**config.mk**
```make
export PLATFORM = sky130hd
export DESIGN_NAME = seq_div
export DESIGN_NICKNAME = d
export VERILOG_FILES = /design/src/rtl/seq_div_pkg.sv /design/src/rtl/div_step.sv /design/src/rtl/seq_div.sv
export SDC_FILE = /design/constraint.sdc
export NUM_CORES = 1
export LEC_CHECK = 0
export BUFFER_PORTS_ARGS = -buffer_cell sky130_fd_sc_hd__buf_2
export CAP_MARGIN = 20
export CORE_ASPECT_RATIO = 0.5
export CORE_MARGIN = 2
export CORE_UTILIZATION = 55
export CTS_CLUSTER_DIAMETER = 30
export DETAILED_ROUTE_END_ITERATION = 6
export GPL_TIMING_DRIVEN = 0
export PLACE_DENSITY_LB_ADDON = 0.1
export RECOVER_POWER = 100
export SYNTH_ARGS = -nofsm -noshare
export SYNTH_HDL_FRONTEND = slang
export SYNTH_SLANG_ARGS = --single-unit
```
**constraint.sdc**
```tcl
create_clock -name clk -period 3.1 [get_ports clk]
set_clock_uncertainty 0.1 [all_clocks]
set_input_delay 0.465 -clock clk [delete_from_list [all_inputs] [get_ports clk]]
set_output_delay 0.465 -clock clk [all_outputs]
set_load 0.01 [all_outputs]
```
**src/rtl/seq_div_pkg.sv**
```systemverilog
// ============================================================================
// Module      : seq_div_pkg
// Description : Shared types and constants for the iterative restoring divider.
// Revision    : 1.0 - initial release
// ============================================================================
`default_nettype none

package seq_div_pkg;

    localparam int DIVIDEND_W_DEF = 8;
    localparam int DIVISOR_W_DEF  = 4;

    function automatic int cnt_width(input int w);
        return $clog2(w + 1);
    endfunction

    localparam int CNT_W = cnt_width(DIVIDEND_W_DEF);

    localparam logic [DIVIDEND_W_DEF-1:0] DIV0_QUOTIENT = '1;

    typedef enum logic [1:0] {
        IDLE = 2'd0,
        CALC = 2'd1,
        DONE = 2'd2
    } state_t;

endpackage

`default_nettype wire

```
**src/rtl/div_step.sv**
```systemverilog
// ============================================================================
// Module      : div_step
// Description : One combinational restoring-division step (shift, trial
//               subtract, restore).
// Revision    : 1.0 - initial release
// ============================================================================
`default_nettype none

module div_step
    import seq_div_pkg::*;
#(
    parameter int DIVISOR_W = DIVISOR_W_DEF
) (
    input  logic [DIVISOR_W:0]   rem_in,
    input  logic                 dvd_bit,
    input  logic [DIVISOR_W-1:0] divisor,
    output logic [DIVISOR_W:0]   rem_out,
    output logic                 q_bit
);

    logic [DIVISOR_W+1:0] w_shift;
    logic [DIVISOR_W:0]   w_trial;

    assign w_shift = {rem_in, dvd_bit};
    assign q_bit   = (w_shift >= {2'b00, divisor});
    // A successful trial is always below the divisor, so the narrower
    // subtraction cannot lose significant bits.
    assign w_trial = w_shift[DIVISOR_W:0] - {1'b0, divisor};
    assign rem_out = q_bit ? w_trial : w_shift[DIVISOR_W:0];

endmodule

`default_nettype wire

```
**src/rtl/seq_div.sv**
```systemverilog
// ============================================================================
// Module      : seq_div
// Description : Iterative restoring unsigned divider, one quotient bit per
//               clock, start/done handshake. Optional SEQ_DIV_ZERO_FLAG_EN
//               adds the div_by_zero status output.
// Revision    : 1.0 - initial release
// ============================================================================
`default_nettype none

module seq_div
    import seq_div_pkg::*;
#(
    parameter int DIVIDEND_W = DIVIDEND_W_DEF,
    parameter int DIVISOR_W  = DIVISOR_W_DEF
) (
    input  logic                  clk,
    input  logic                  rst,
    input  logic                  start,
    input  logic [DIVIDEND_W-1:0] data_a,
    input  logic [DIVISOR_W-1:0]  data_b,
    output logic                  busy,
    output logic                  done,
    output logic [DIVIDEND_W-1:0] quotient,
`ifdef SEQ_DIV_ZERO_FLAG_EN
    output logic                  div_by_zero,
`endif
    output logic [DIVISOR_W-1:0]  remainder
);

    localparam int C_CNT_W = cnt_width(DIVIDEND_W);

    state_t                r_state;
    logic [DIVIDEND_W-1:0] r_dvd;
    logic [DIVISOR_W-1:0]  r_dvs;
    logic [DIVISOR_W:0]    r_prem;
    logic [C_CNT_W-1:0]    r_cnt;
    logic                  r_div0;

    logic [DIVISOR_W:0]    w_prem_next;
    logic                  w_qbit;
    logic [DIVIDEND_W-1:0] w_dvd_next;

    div_step #(
        .DIVISOR_W (DIVISOR_W)
    ) u_step (
        .rem_in  (r_prem),
        .dvd_bit (r_dvd[DIVIDEND_W-1]),
        .divisor (r_dvs),
        .rem_out (w_prem_next),
        .q_bit   (w_qbit)
    );

    // Dividend register doubles as the quotient: bits leave at the top
    // while quotient bits enter at the bottom.
    assign w_dvd_next = {r_dvd[DIVIDEND_W-2:0], w_qbit};

    always_ff @(posedge clk or posedge rst) begin
        if (rst) begin
            r_state     <= IDLE;
            r_dvd       <= '0;
            r_dvs       <= '0;
            r_prem      <= '0;
            r_cnt       <= '0;
            r_div0      <= 1'b0;
            busy        <= 1'b0;
            done        <= 1'b0;
            quotient    <= '0;
            remainder   <= '0;
`ifdef SEQ_DIV_ZERO_FLAG_EN
            div_by_zero <= 1'b0;
`endif
        end else begin
            case (r_state)
                IDLE, DONE: begin
                    done <= 1'b0;
                    if (start) begin
                        r_dvd   <= data_a;
                        r_dvs   <= data_b;
                        r_prem  <= '0;
                        r_cnt   <= C_CNT_W'(DIVIDEND_W);
                        r_div0  <= (data_b == '0);
                        busy    <= 1'b1;
                        r_state <= CALC;
                    end else begin
                        r_state <= IDLE;
                    end
                end
                CALC: begin
                    if (r_div0) begin
                        // Divide by zero: fixed result after a single cycle.
                        quotient  <= '1;
                        remainder <= r_dvd[DIVISOR_W-1:0];
                        busy      <= 1'b0;
                        done      <= 1'b1;
                        r_state   <= DONE;
`ifdef SEQ_DIV_ZERO_FLAG_EN
                        div_by_zero <= 1'b1;
`endif
                    end else begin
                        r_dvd  <= w_dvd_next;
                        r_prem <= w_prem_next;
                        r_cnt  <= r_cnt - C_CNT_W'(1);
                        if (r_cnt == C_CNT_W'(1)) begin
                            quotient  <= w_dvd_next;
                            remainder <= w_prem_next[DIVISOR_W-1:0];
                            busy      <= 1'b0;
                            done      <= 1'b1;
                            r_state   <= DONE;
`ifdef SEQ_DIV_ZERO_FLAG_EN
                            div_by_zero <= 1'b0;
`endif
                        end
                    end
                end
                default: begin
                    busy    <= 1'b0;
                    done    <= 1'b0;
                    r_state <= IDLE;
                end
            endcase
        end
    end

endmodule

`default_nettype wire

```
Word-level counts from Yosys, hierarchy flattened
Index checks and enable logic that the tools add are counted.
{"block": "word_totals", "ff_bits": 38, "input_bits": 15, "out_inout_bits": 14, "wordCells": 53}
{"block": "op_classes", "add_sub_neg": 2, "order_cmp": 1, "eq_ne": 6, "n_mux": 25, "n_reduce_logical": 9}
{"cell": "two-way mux 8 bit", "count": 4}
{"cell": "two-way mux 4 bit", "count": 4}
{"cell": "one-hot mux 8 bit (2 select lines)", "count": 1}
{"cell": "two-way mux 5 bit", "count": 3}
{"cell": "one-hot mux 5 bit (2 select lines)", "count": 1}
{"cell": "one-hot mux 4 bit (2 select lines)", "count": 1}
{"cell": "two-way mux 1 bit", "count": 7}
{"cell": "greater-or-equal comparator 6 x 4 -> 1 bit", "count": 1}
{"cell": "AND reduction 2 bit", "count": 3}
{"cell": "subtractor 5 x 4 -> 5 bit", "count": 1}
{"cell": "== test 4 x 1 -> 1 bit, second input constant", "count": 1}
{"cell": "zero test 4 bit", "count": 1}
{"cell": "two-way mux 2 bit", "count": 2}
{"cell": "inequality test 2 bit, second input constant", "count": 2}
{"cell": "one-hot mux 2 bit (2 select lines)", "count": 1}
{"cell": "nonzero test 2 bit", "count": 2}
{"cell": "subtractor 4 x 1 -> 4 bit, second input constant", "count": 1}
{"cell": "inequality test 3 bit, second input constant", "count": 1}
{"cell": "AND reduction 3 bit", "count": 1}
{"cell": "== test 2 x 1 -> 1 bit, second input constant", "count": 1}
{"cell": "== test 2 bit, second input constant", "count": 1}
{"cell": "zero test 2 bit", "count": 1}
{"cell": "one-hot mux 1 bit (2 select lines)", "count": 1}
{"cell": "OR reduction 2 bit", "count": 1}

Longest topological paths before layout
{"block": "depth", "depth_word": 4, "depth_mapped": 8, "depth_no_buf": 8}

Hierarchy
Synthesis repeated with hierarchy kept, for this count alone.
{"block": "hier_totals", "cells_unflattened": 179, "area_unflattened_um2": 1855.5}
{"module": "seq_div", "instances": 1, "cells_each": 150, "area_per_inst_um2": 1621.6, "seq_area_each_um2": 925.9}
{"module": "div_step", "instances": 1, "cells_each": 29, "area_per_inst_um2": 234.0, "seq_area_each_um2": 0.0}

Worst setup path before layout
No wires, ideal clock.
{"block": "synth_timing", "path_type": "register to register", "from": "register r_dvd[7]", "to": "register remainder[0]", "setup_time_ns": 0.126, "t_arrival_ns": 1.953, "required_ns": 2.874, "setup_slack_ns": 0.921, "stages_incl_launch_ff": 9, "path_buffers": 0, "cell_sequence": "dfrtp_1 > inv_1 > ha_1 > inv_1 > fa_1 > a21o_1 > a211o_4 > a211oi_1 > o21ai_1"}
{"block": "synth_between", "elab_chain_len": 4}
{"element": "start: declaration", "line": "seq_div.sv:33", "source": "logic [DIVIDEND_W-1:0] r_dvd;"}
{"element": "start signal: assignment", "line": "seq_div.sv:77", "source": "r_dvd <= data_a;"}
{"element": "start signal: assignment", "line": "seq_div.sv:100", "source": "r_dvd <= w_dvd_next;"}
{"element": "subtractor 5 x 4 -> 5 bit or greater-or-equal comparator 6 x 4 -> 1 bit (tied branches)", "line": "div_step.sv:28, div_step.sv:25"}
{"element": "two-way mux 5 bit (*)", "line": "div_step.sv:29", "source": "assign rem_out = q_bit ? w_trial : w_shift[DIVISOR_W:0];"}
{"element": "two-way mux 4 bit (*)", "line": "seq_div.sv:103", "source": "if (r_cnt == C_CNT_W'(1)) begin"}
{"element": "two-way mux 4 bit (*)", "line": "seq_div.sv:89", "source": "if (r_div0) begin"}
{"element": "end signal: assignment", "line": "seq_div.sv:92", "source": "remainder <= r_dvd[DIVISOR_W-1:0];"}
{"element": "end signal: assignment", "line": "seq_div.sv:105", "source": "remainder <= w_prem_next[DIVISOR_W-1:0];"}
{"element": "end: declaration", "line": "seq_div.sv:27", "source": "output logic [DIVISOR_W-1:0] remainder"}
Every way passes the cells marked *; elsewhere a longest branch is shown, timed or not. The select of a mux whose other input is x is not followed.
A chain may end at the register's enable or synchronous reset.

Worst setup path in the final report
{"block": "layout_timing", "from": "register r_dvd[7]", "to": "register remainder[1]"}
The elaborated chain is that of the path after synthesis.

==> flow_metrics.env <==
export IMPL_tns_ns=0
export IMPL_track_usage=0.246
export IMPL_cts_resized=0
export IMPL_start_util=0.595
export IMPL_cts_root_buf="clkbuf_8"
export IMPL_setup_violations=0
export IMPL_fin_crit_ns=2.61
export IMPL_synth_compound_area_frac=0.231
export IMPL_fp_dieH_um=44.8
export IMPL_design_area_um2=2110
export IMPL_io_buffers=28
export IMPL_h_tree_depth=2
export IMPL_maxCapViolations=0
export IMPL_run_status="complete, no violations"
export IMPL_antenna_cells=0
export IMPL_cts_sinks=37
export IMPL_cts_tree="built"
export IMPL_hold_violations=0
export IMPL_wl_per_cell_um=16.4
export IMPL_drc=0
export IMPL_relSlewSlack=0.308
export IMPL_maxSlewViolCount=0
export IMPL_die_x_um=85.7
export IMPL_yosysTopAreaCellShare=0.505
export IMPL_grt_first_pass_wirelength_um=7010
export IMPL_start_kind="flip-flop"
export IMPL_synth_xor_area_share=0.0143
export IMPL_cts_hold_buf=0
export IMPL_overflow=0
export IMPL_worst_slack_ns=0.487
export IMPL_cts_buffers_inserted=5
export IMPL_grt_pass1_vias=1451
export IMPL_synthTopCellsByArea="dfrtp_1 (50%), nand2_1 (5.5%), o21ai_0 (4.9%)"
export IMPL_drt_total_wl_um=4230
export IMPL_syn_avg_cell_area_um2=10.1
export IMPL_hp_class="in -> async"
export IMPL_vias=1509
export IMPL_power_total_uw=2660
export IMPL_fin_nets=239
export IMPL_synth_fa_ha_area_frac=0.0518
export IMPL_core_area_um2=3080
export IMPL_gp_congestion=0.908
export IMPL_crit_required_ns=3.17
export IMPL_syn_area_um2=1830
export IMPL_ys_seq_area_frac=0.505
export IMPL_rows=14
export IMPL_clk_pin_slew_ns=0.08
export IMPL_grt_max_degree=20
export IMPL_setup_worst_path_class="reg -> reg"
export IMPL_synth_largest_area_cell="dfrtp_1"
export IMPL_post_cts_buffers=0
export IMPL_critPathCaptureType="flip-flop"
export IMPL_synth_edff_count=0
export IMPL_ys_async_sr_fraction=1.00
export IMPL_first_iter_violations=85
export IMPL_routed_via_density=5.85
export IMPL_die_area_um2=3840
export IMPL_antenna_found_initial=0
export IMPL_dpl_instance_area_um2=2050
export IMPL_ir_drop_mv=0.697
export IMPL_crit_arrival_ns=2.68
export IMPL_syn_inst=181
export IMPL_synthTopCellsByCount="dfrtp_1 (37), nand2_1 (27), o21ai_0 (18)"
export IMPL_rrSetupSlack_ns=0.49
export IMPL_grt_setup_unrepaired="false"
export IMPL_stdcell_count=258
export IMPL_ant_nets=0
export IMPL_synth_distinct_cells=38
export IMPL_dp_cells=250
export IMPL_synth_seq_cells=37
export IMPL_finalCritPeriodShare=0.843
export IMPL_pin_count=29
export IMPL_synth_simple_gate_area_share=0.131
export IMPL_dpl_worst_slack_ns=0.581
export IMPL_yosysWarnings=0
export IMPL_cts_max_path_buffers=2
export IMPL_tightest_slew_ns=1.04
export IMPL_synth_top_family_by_area="compound AO/OA/AOI/OAI gates"
export IMPL_syn_nets=203
export IMPL_cp_max_fo=8
export IMPL_post_route_cells_drive_above_1_share=0.128
export IMPL_synthMuxAreaShare=0.0109
export IMPL_syn_to_final_growth_pct=15.3
export IMPL_drtPass1Iterations=4
export IMPL_clock_latency_ns=0.29
export IMPL_leakagePower_uw=0.000934
export IMPL_yosysMostFrequentCell="dfrtp_1"
export IMPL_synth_ff_type="dfrtp_1"
export IMPL_pwr_density_cell_nw_per_um2=1260
export IMPL_max_freq_mhz=383
export IMPL_hpwl_um=3130
[layer usage]
| layer | routed length (um) | share of wire | vias up | global-route usage |
|---|---|---|---|---|
| li1 | - | - | 724 | - |
| met1 | 2070 | 0.49 | 740 | 0.343 |
| met2 | 1890 | 0.45 | 40 | 0.384 |
| met3 | 228 | 0.054 | 5 | 0.0640 |
| met4 | 38 | 0.0090 | 0 | 0.0825 |
| met5 | 0 | 0 | - | 0 |
[power breakdown]
part | internal [uW] | switching, uW | leakage [uW]
sequential | 708 | 172 | 0.000434
clock | 241 | 188 | 0.0000543
combinational | 537 | 816 | 0.000446
[per-stage QoR]
step,utilization,hold WS [ns]
after detailed placement,0.666,0.372
final,0.686,0.168
after global routing,0.686,0.227
after CTS,0.703,0.234
after global placement,0.657,0.367
after floorplan,-,0.350
[cell type report]
cell class	count	area [um2]
tap	40	50.0
clock inverter	3	46.3
multi-input combinational	121	796
buffer	9	48.8
clock buffer	5	68.8
fill	252	968
inverter	14	52.6
timing repair buffer	29	126
sequential	37	926
[layout by cell type, fill, tap and decap left out, types with 2 or more instances in the layout]
cell,synthesis,routed
a2111oi_2,3,3
xor2_1,2,2
o21ai_0,18,21
clkbuf_8,0,5
o22a_1,8,8
o211ai_1,2,2
ha_1,6,6
buf_6,2,2
a22oi_1,7,7
a211oi_1,3,3
nor3b_1,2,2
a21oi_1,6,6
nor4_1,2,2
a21o_1,3,3
inv_1,14,14
nand2_1,27,27
mux2i_1,2,2
nand2b_1,2,2
nor2_1,4,4
clkbuf_1,5,22
buf_2,2,14
dfrtp_1,37,37
nand3_1,6,6
[registers in the layout, indices dropped and copies added (netlist names)]
name       count
r_prem         5
r_div0         1
busy           1
r_dvs          4
done           1
quotient       8
remainder      4
r_dvd          8
r_cnt          4
r_state        1
[worst max-delay path, stage by stage (launching register included)]
cell and delay [ns]:
dfrtp_1 0.39, inv_1 0.12, ha_1 0.17, inv_1 0.05, fa_1 0.40, a21o_1 0.29, a211o_1 0.44, a211oi_1 0.37
o21ai_0 0.15
[cell families (layout without fill, tap and decap cells)]
family                     Yosys count  count (layout)
xor gates and xnor gates             3               3
and+or+nand+nor                     50              50
DFF                                 37              37
buffers and inverters               23              60
AOI/OAI and AO/OA                   59              59
muxes                                2               2
adders and majority gates            7               7
[path summary, 6_finish.rpt]
| path | from | endpoint | cells after the start |
|---|---|---|---|
| worst max-delay path | r_dvd[7]$_DFFE_PP0P_ | remainder[1]$_DFFE_PP0P_ | 8 |
| worst min-delay path | rst | quotient[6]$_DFFE_PP0P_ | 2 |
| worst max register to register | r_dvd[7]$_DFFE_PP0P_ | remainder[1]$_DFFE_PP0P_ | 8 |
| worst min register to register | remainder[3]$_DFFE_PP0P_ | remainder[3]$_DFFE_PP0P_ | 2 |
| max in group asynchronous | rst | r_dvs[0]$_DFFE_PP0P_ | 3 |
| min in group clk | data_b[3] | r_dvs[3]$_DFFE_PP0P_ | 3 |
(Power assumes the default switching activity.)
